[src/rtl/banco_pkg.sv]
// ----------------------------------------------------------------------------
// banco_pkg
// Shared constants and the holding-slot record used by the register-file
// write arbiter (arbitro_escrita_banco) and its slot sub-module.
// ----------------------------------------------------------------------------
package banco_pkg;

   localparam int DATA_W = 32;
   localparam int ADDR_W = 5;
   localparam int NREG   = 1 << ADDR_W;

   localparam logic [ADDR_W-1:0] REG_ZERO = '0;

   // One buffered write. 'older' marks the slot that arrived first when both
   // slots hold writes; data keeps the [0:DATA_W-1] order of banco_reg.
   typedef struct packed {
      logic              valid;
      logic              older;
      logic [ADDR_W-1:0] addr;
      logic [0:DATA_W-1] data;
   } slot_t;

endpackage

[src/rtl/slot_escrita.sv]
// ----------------------------------------------------------------------------
// slot_escrita
// One-entry holding slot for a register-file write requester.
// Ports:
//   clk, rst_n       clock, asynchronous active-low reset
//   i_valid/i_addr/i_data   incoming write request
//   i_grant          this slot is granted the write port this cycle
//   i_other_accept   the sibling slot accepts a request this cycle
//   o_ready          slot can take a request this cycle
//   o_accept         request handshake completes at the next edge
//   o_slot           registered slot contents
// ----------------------------------------------------------------------------
module slot_escrita
   import banco_pkg::*;
#(
   parameter logic P_PORT0 = 1'b0
) (
   input  logic              clk,
   input  logic              rst_n,
   input  logic              i_valid,
   input  logic [ADDR_W-1:0] i_addr,
   input  logic [0:DATA_W-1] i_data,
   input  logic              i_grant,
   input  logic              i_other_accept,
   output logic              o_ready,
   output logic              o_accept,
   output slot_t             o_slot
);

   slot_t r_slot;

   // Ready depends only on registered state and the grant, which itself is
   // derived from registered state: no path from i_valid to o_ready.
   assign o_ready  = !r_slot.valid || i_grant;
   assign o_accept = i_valid && o_ready;
   assign o_slot   = r_slot;

   always_ff @(posedge clk or negedge rst_n) begin
      if (!rst_n) begin
         r_slot <= '0;
      end else if (o_accept) begin
         r_slot.valid <= 1'b1;
         r_slot.addr  <= i_addr;
         r_slot.data  <= i_data;
         // A fresh entry is always the younger one, except when both ports
         // load together: then port 0 counts as older.
         r_slot.older <= P_PORT0 && i_other_accept;
      end else if (i_grant) begin
         r_slot.valid <= 1'b0;
         r_slot.older <= 1'b0;
      end else if (r_slot.valid && i_other_accept) begin
         // We stay buffered while the sibling takes a newer write.
         r_slot.older <= 1'b1;
      end
   end

endmodule

[src/rtl/arbitro_escrita_banco.sv]
// ----------------------------------------------------------------------------
// arbitro_escrita_banco
// Shares the single write port of banco_reg between the ALU writeback
// (port 0) and the load writeback (port 1). Each port has a one-entry slot;
// arbitration is round-robin, with age order on same-register conflicts.
// Ports:
//   clk, rst_n                    clock, asynchronous active-low reset
//   reqK_valid/addr/data/ready    write request handshake, K = 0, 1
//   stall                         freeze arbitration while high
//   RegWrite, sel, data           registered write port to banco_reg
//   busy                          per-register pending-write vector
// ----------------------------------------------------------------------------
module arbitro_escrita_banco
   import banco_pkg::*;
(
   input  logic              clk,
   input  logic              rst_n,
   input  logic              req0_valid,
   input  logic [ADDR_W-1:0] req0_addr,
   input  logic [0:DATA_W-1] req0_data,
   output logic              req0_ready,
   input  logic              req1_valid,
   input  logic [ADDR_W-1:0] req1_addr,
   input  logic [0:DATA_W-1] req1_data,
   output logic              req1_ready,
   input  logic              stall,
   output logic              RegWrite,
   output logic [ADDR_W-1:0] sel,
   output logic [0:DATA_W-1] data,
   output logic [NREG-1:0]   busy
);

   slot_t             w_slot0, w_slot1, w_gnt_slot;
   logic              w_acc0, w_acc1;
   logic              w_grant0, w_grant1, w_rr_update;
   logic              r_last_grant;   // 1 = port 1 was granted last
   logic              r_regwrite;
   logic [ADDR_W-1:0] r_sel;
   logic [0:DATA_W-1] r_data;
   logic [NREG-1:0]   w_busy;

   slot_escrita #(.P_PORT0(1'b1)) u_slot0 (
      .clk            (clk),
      .rst_n          (rst_n),
      .i_valid        (req0_valid),
      .i_addr         (req0_addr),
      .i_data         (req0_data),
      .i_grant        (w_grant0),
      .i_other_accept (w_acc1),
      .o_ready        (req0_ready),
      .o_accept       (w_acc0),
      .o_slot         (w_slot0)
   );

   slot_escrita #(.P_PORT0(1'b0)) u_slot1 (
      .clk            (clk),
      .rst_n          (rst_n),
      .i_valid        (req1_valid),
      .i_addr         (req1_addr),
      .i_data         (req1_data),
      .i_grant        (w_grant1),
      .i_other_accept (w_acc0),
      .o_ready        (req1_ready),
      .o_accept       (w_acc1),
      .o_slot         (w_slot1)
   );

   always_comb begin
      w_grant0    = 1'b0;
      w_grant1    = 1'b0;
      w_rr_update = 1'b0;
      if (!stall) begin
         if (w_slot0.valid && w_slot1.valid) begin
            if (w_slot0.addr == w_slot1.addr) begin
               // Same destination: oldest first so the final value is right.
               if (w_slot0.older)      w_grant0 = 1'b1;
               else if (w_slot1.older) w_grant1 = 1'b1;
               else if (r_last_grant)  w_grant0 = 1'b1;
               else                    w_grant1 = 1'b1;
            end else begin
               w_rr_update = 1'b1;
               if (r_last_grant) w_grant0 = 1'b1;
               else              w_grant1 = 1'b1;
            end
         end else if (w_slot0.valid) begin
            w_grant0 = 1'b1;
         end else if (w_slot1.valid) begin
            w_grant1 = 1'b1;
         end
      end
   end

   assign w_gnt_slot = w_grant1 ? w_slot1 : w_slot0;

   always_ff @(posedge clk or negedge rst_n) begin
      if (!rst_n) begin
         r_last_grant <= 1'b1;
      end else if (w_rr_update) begin
         r_last_grant <= w_grant1;
      end
   end

   always_ff @(posedge clk or negedge rst_n) begin
      if (!rst_n) begin
         r_regwrite <= 1'b0;
         r_sel      <= '0;
         r_data     <= '0;
      end else if (w_grant0 || w_grant1) begin
         // $zero writes still free the slot but never strobe RegWrite.
         r_regwrite <= (w_gnt_slot.addr != REG_ZERO);
         r_sel      <= w_gnt_slot.addr;
         r_data     <= w_gnt_slot.data;
      end else begin
         r_regwrite <= 1'b0;
      end
   end

   always_comb begin
      w_busy = '0;
      if (w_slot0.valid) w_busy[w_slot0.addr] = 1'b1;
      if (w_slot1.valid) w_busy[w_slot1.addr] = 1'b1;
      if (r_regwrite)    w_busy[r_sel]        = 1'b1;
      w_busy[0] = 1'b0;
   end

   assign busy     = w_busy;
   assign RegWrite = r_regwrite;
   assign sel      = r_sel;
   assign data     = r_data;

endmodule

[config.mk]
export PLATFORM = sky130hd
export DESIGN_NAME = arbitro_escrita_banco
export DESIGN_NICKNAME = d
export VERILOG_FILES = /design/src/rtl/banco_pkg.sv /design/src/rtl/slot_escrita.sv /design/src/rtl/arbitro_escrita_banco.sv
export SDC_FILE = /design/constraint.sdc
export NUM_CORES = 1
export LEC_CHECK = 0
export ABC_CLOCK_PERIOD_IN_PS = 6800
export CORE_MARGIN = 5
export CORE_UTILIZATION = 45
export CTS_CLUSTER_DIAMETER = 120
export DETAILED_ROUTE_END_ITERATION = 6
export PLACE_DENSITY = 0.71
export SYNTH_ARGS = -nofsm -noshare
export SYNTH_HDL_FRONTEND = slang
export SYNTH_SLANG_ARGS = --single-unit
[constraint.sdc]
create_clock -name clk -period 6.8 [get_ports clk]
set_clock_uncertainty 0.2 [all_clocks]
set_input_delay 1.36 -clock clk [delete_from_list [all_inputs] [get_ports clk]]
set_output_delay 1.36 -clock clk [all_outputs]
set_load 0.05 [all_outputs]
==> results by group <==
STA
  – Fin. max-slew vios: 0
  – Final setup viols: 0
  – Max-slew headroom: 0.2430
  – Worst-Margin Slew: 1.133 ns
  – Final Hold Fails: 0
  – Post-route minimum period: 5.163 ns
  – RSZ-0062 raised after global routing: no
  – Fmax: 193.7 MHz
  – Post-Route Setup TNS: 0 ns
  – Period utilization: 0.7593
  – PnR worst setup slack: 1.637 ns

CTS
  – Cts hold-fix bufs: 0
  – Clock Path Buffers: 2
  – Post_cts resized: 0
  – CTS tree: done
  – CTS sink count: 117
  – CTS clk-pin slew, worst paths: 0.05 ns
  – Latest clock arrival within the worst-skew pair: 0.41 ns
  – Clock root buffer: clkbuf_16
  – Htree depth: 4
  – Total setup buffers inserted after CTS: 0
  – Inserted Clock Buffers: 17

GRT
  – GRT overflow: 0
  – First-pass GRT wire length: 28.05 mm
  – Antenna violations before repair: 0
  – Global routing met2 resource utilization: 0.3594
  – Gr usage total: 0.2229
  – Largest net degree at the start of global routing: 66
  – Most Crowded Layer GR: met2
  – Vias in the first global route: 5344
  – GR met1 Demand/Resource: 0.2847
  – Global routing usage on met3: 0.06775

Synth
  – Post-Syn Area: 5879 um^2
  – Gate Count Post-Synth: 577
  – Synth area leader: dfrtp_1
  – Syn Area/Cell: 10.19 um^2
  – Top_reg_cell synth: dfrtp_1
  – Most frequent cell after synthesis: nand2_1
  – Synth Warn #: 0
  – Register area share after synthesis: 0.4982
  – Syn Nets: 656
  – Largest cells by area after synthesis: dfrtp_1 (49%), mux2_2 (11%), o211ai_1 (8.9%), nand2_1 (8.7%), mux2_1 (3.6%)
  – Top cells by instance count after synthesis: nand2_1 (136), dfrtp_1 (116), o211ai_1 (70)
  – Yosys cell types: 43
  – Post-synth EDFFs: 0
  – Asr flop ratio synth: 1.000
  – Share of the synthesized area in the top cell type: 0.4937
  – Yosys reg bits: 117

Worst setup path
  – Crit path from: stall
  – Worst r2r path cells: 6
  – Worst r2r src: u_slot1.o_slot[34]
  – CP endpoint kind: primary output
  – Critical path fanouts, max: 9
  – Flop2flop setup slack: 3.34 ns
  – Reg2reg end: data[22]
  – Crit path DAT: 3.60 ns
  – Crit path kind: input port to primary output
  – Required @ worst endpoint: 5.24 ns
  – Crit path capture: req1_ready
  – Startpoint Class: input port

Die
  – Chip width: 124.3 um
  – I/O pin count: 151
  – Core area: 12720 um^2
  – Site row count: 41
  – Die Y: 124.3 um
  – Die area: 15450 um^2
  – Initial Util: 0.4621

Job
  – Max Cap Viol: 0

Detailed routing
  – First-pass DRT Iterations: 6
  – Vias per Instance: 5.730
  – Residual DRC: 0
  – Total wire length: 17.11 mm
  – Initial DRC count: 557
  – Remaining antenna violation count: 0
  – Detailed-route wire length per cell: 19.44 um
  – Via count: 5042

Final layout
  – Antenna cell count: 0
  – Register area: 2929 um^2
  – Finished Core Util: 0.6303
  – Area grow syn2layout: 36.39%
  – Share of layout cells above drive strength 1: 0.1412
  – # fillers: 1075
  – Area of the multi-input gates: 2713 um^2
  – NumNets Final: 776

Hold path
  – Hold depth: 1
  – HP Class: flip-flop to flip-flop

Power and ir drop
  – Peak supply drop: 0.3919 mV
  – Pwr dens: 564.6 nW/um^2
  – Leak Pwr: 3.335 nW

Placement
  – I/O Buffers: 149
  – Post-DP HPWL: 11.30 mm
  – Gp weighted congestion: 0.9152
  – Pre-CTS WS: 1.637 ns

Outcome
  – Status: finished, final reports clean
-- registers in the layout (all words and copies together), names as in the netlist --
name	flops
r_last_grant	1
u_slot1.o_slot	39
sel	5
data	32
u_slot0.o_slot	39
RegWrite	1
-- metrics by stage --
stage | hold WS (ns) | instance area (um^2) | power (mW) | instances
5_1_grt | 0.3055 | 8019 | 4.770 | 880
4_1_cts | 0.2898 | 8019 | 4.548 | 880
3_3_place_gp | 0.2671 | 7421 | 3.569 | 850
6_report | 0.2869 | 8019 | 4.528 | 880
3_5_place_dp | 0.2775 | 7421 | 3.630 | 850
2_1_floorplan | 0.2580 | 5879 | 2.888 | 577
-- per-layer routing --
layer | up-vias | share of wire
met3 | 30 | 0.084
met4 | 0 | 0.021
li1 | 2301 | -
met5 | - | 0
met1 | 2475 | 0.42
met2 | 236 | 0.47
-- worst min-delay path by stage --
stage / to / startpoint
after floorplan: u_slot0.o_slot[12] / u_slot0.o_slot[12]
after global placement: u_slot0.o_slot[12] / u_slot0.o_slot[12]
after detailed placement: u_slot0.o_slot[23] / u_slot0.o_slot[23]
after CTS: u_slot0.o_slot[23] / u_slot0.o_slot[23]
after global routing: u_slot0.o_slot[28] / u_slot0.o_slot[28]
final: u_slot0.o_slot[15] / u_slot0.o_slot[15]
-- power by group --
part           total, mW  switching, mW  internal (mW)
Combinational       2.27           1.44          0.830
Sequential          1.36          0.300           1.06
Clock              0.906          0.307          0.599
-- final cells by class --
cell class              instances  area share
inverters                      12    0.005617
repair buffers                153      0.1894
well taps                     172     0.02684
clock inverters                 9     0.01592
clock buffers                  21     0.05867
multi-input cells             396      0.3383
flip-flops and latches        117      0.3653
-- worst max-delay path: stages --
cell and delay [ns]:
clkdlybuf4s50_1 0.61, or2_2 0.37, o311a_1 0.13, nand3_1 0.12
nand2_1 0.08, inv_1 0.11, clkdlybuf4s50_1 0.81
-- kinds of logic after synthesis --
group | Yosys count | synth area share
AO/OA/AOI/OAI | 122 | 0.1613
XOR/XNOR | 6 | 0.008938
buffers and inverters | 64 | 0.04916
flip-flops | 117 | 0.4982
multiplexers | 74 | 0.1417
other | 1 | 0.0006378
AND/OR/NAND/NOR | 193 | 0.1400
-- cells in the final DEF (no fill, tap or decap), types with 2 or more instances in the layout --
master / netlist / final
clkdlybuf4s50_1: 0 / 148
nand2_1: 136 / 136
dfrtp_1: 116 / 116
o211ai_1: 70 / 70
mux2_2: 55 / 55
a22oi_1: 28 / 28
mux2_1: 19 / 19
clkbuf_16: 0 / 17
nor2_1: 17 / 15
inv_1: 12 / 12
nor3_1: 11 / 11
and3_1: 8 / 8
nor3b_1: 8 / 8
buf_4: 2 / 5
xnor2_1: 4 / 4
nand3_1: 5 / 4
clkinv_2: 0 / 4
a222oi_1: 3 / 3
o311ai_1: 3 / 3
clkbuf_8: 0 / 3
bufinv_16: 0 / 3
and3b_1: 2 / 2
xor2_1: 2 / 2
a21oi_1: 3 / 2
or2_2: 2 / 2
o221ai_1: 2 / 2
nor2_4: 0 / 2
o311ai_0: 2 / 2
clkinv_4: 0 / 2
Power figures use the tool's default switching activity.
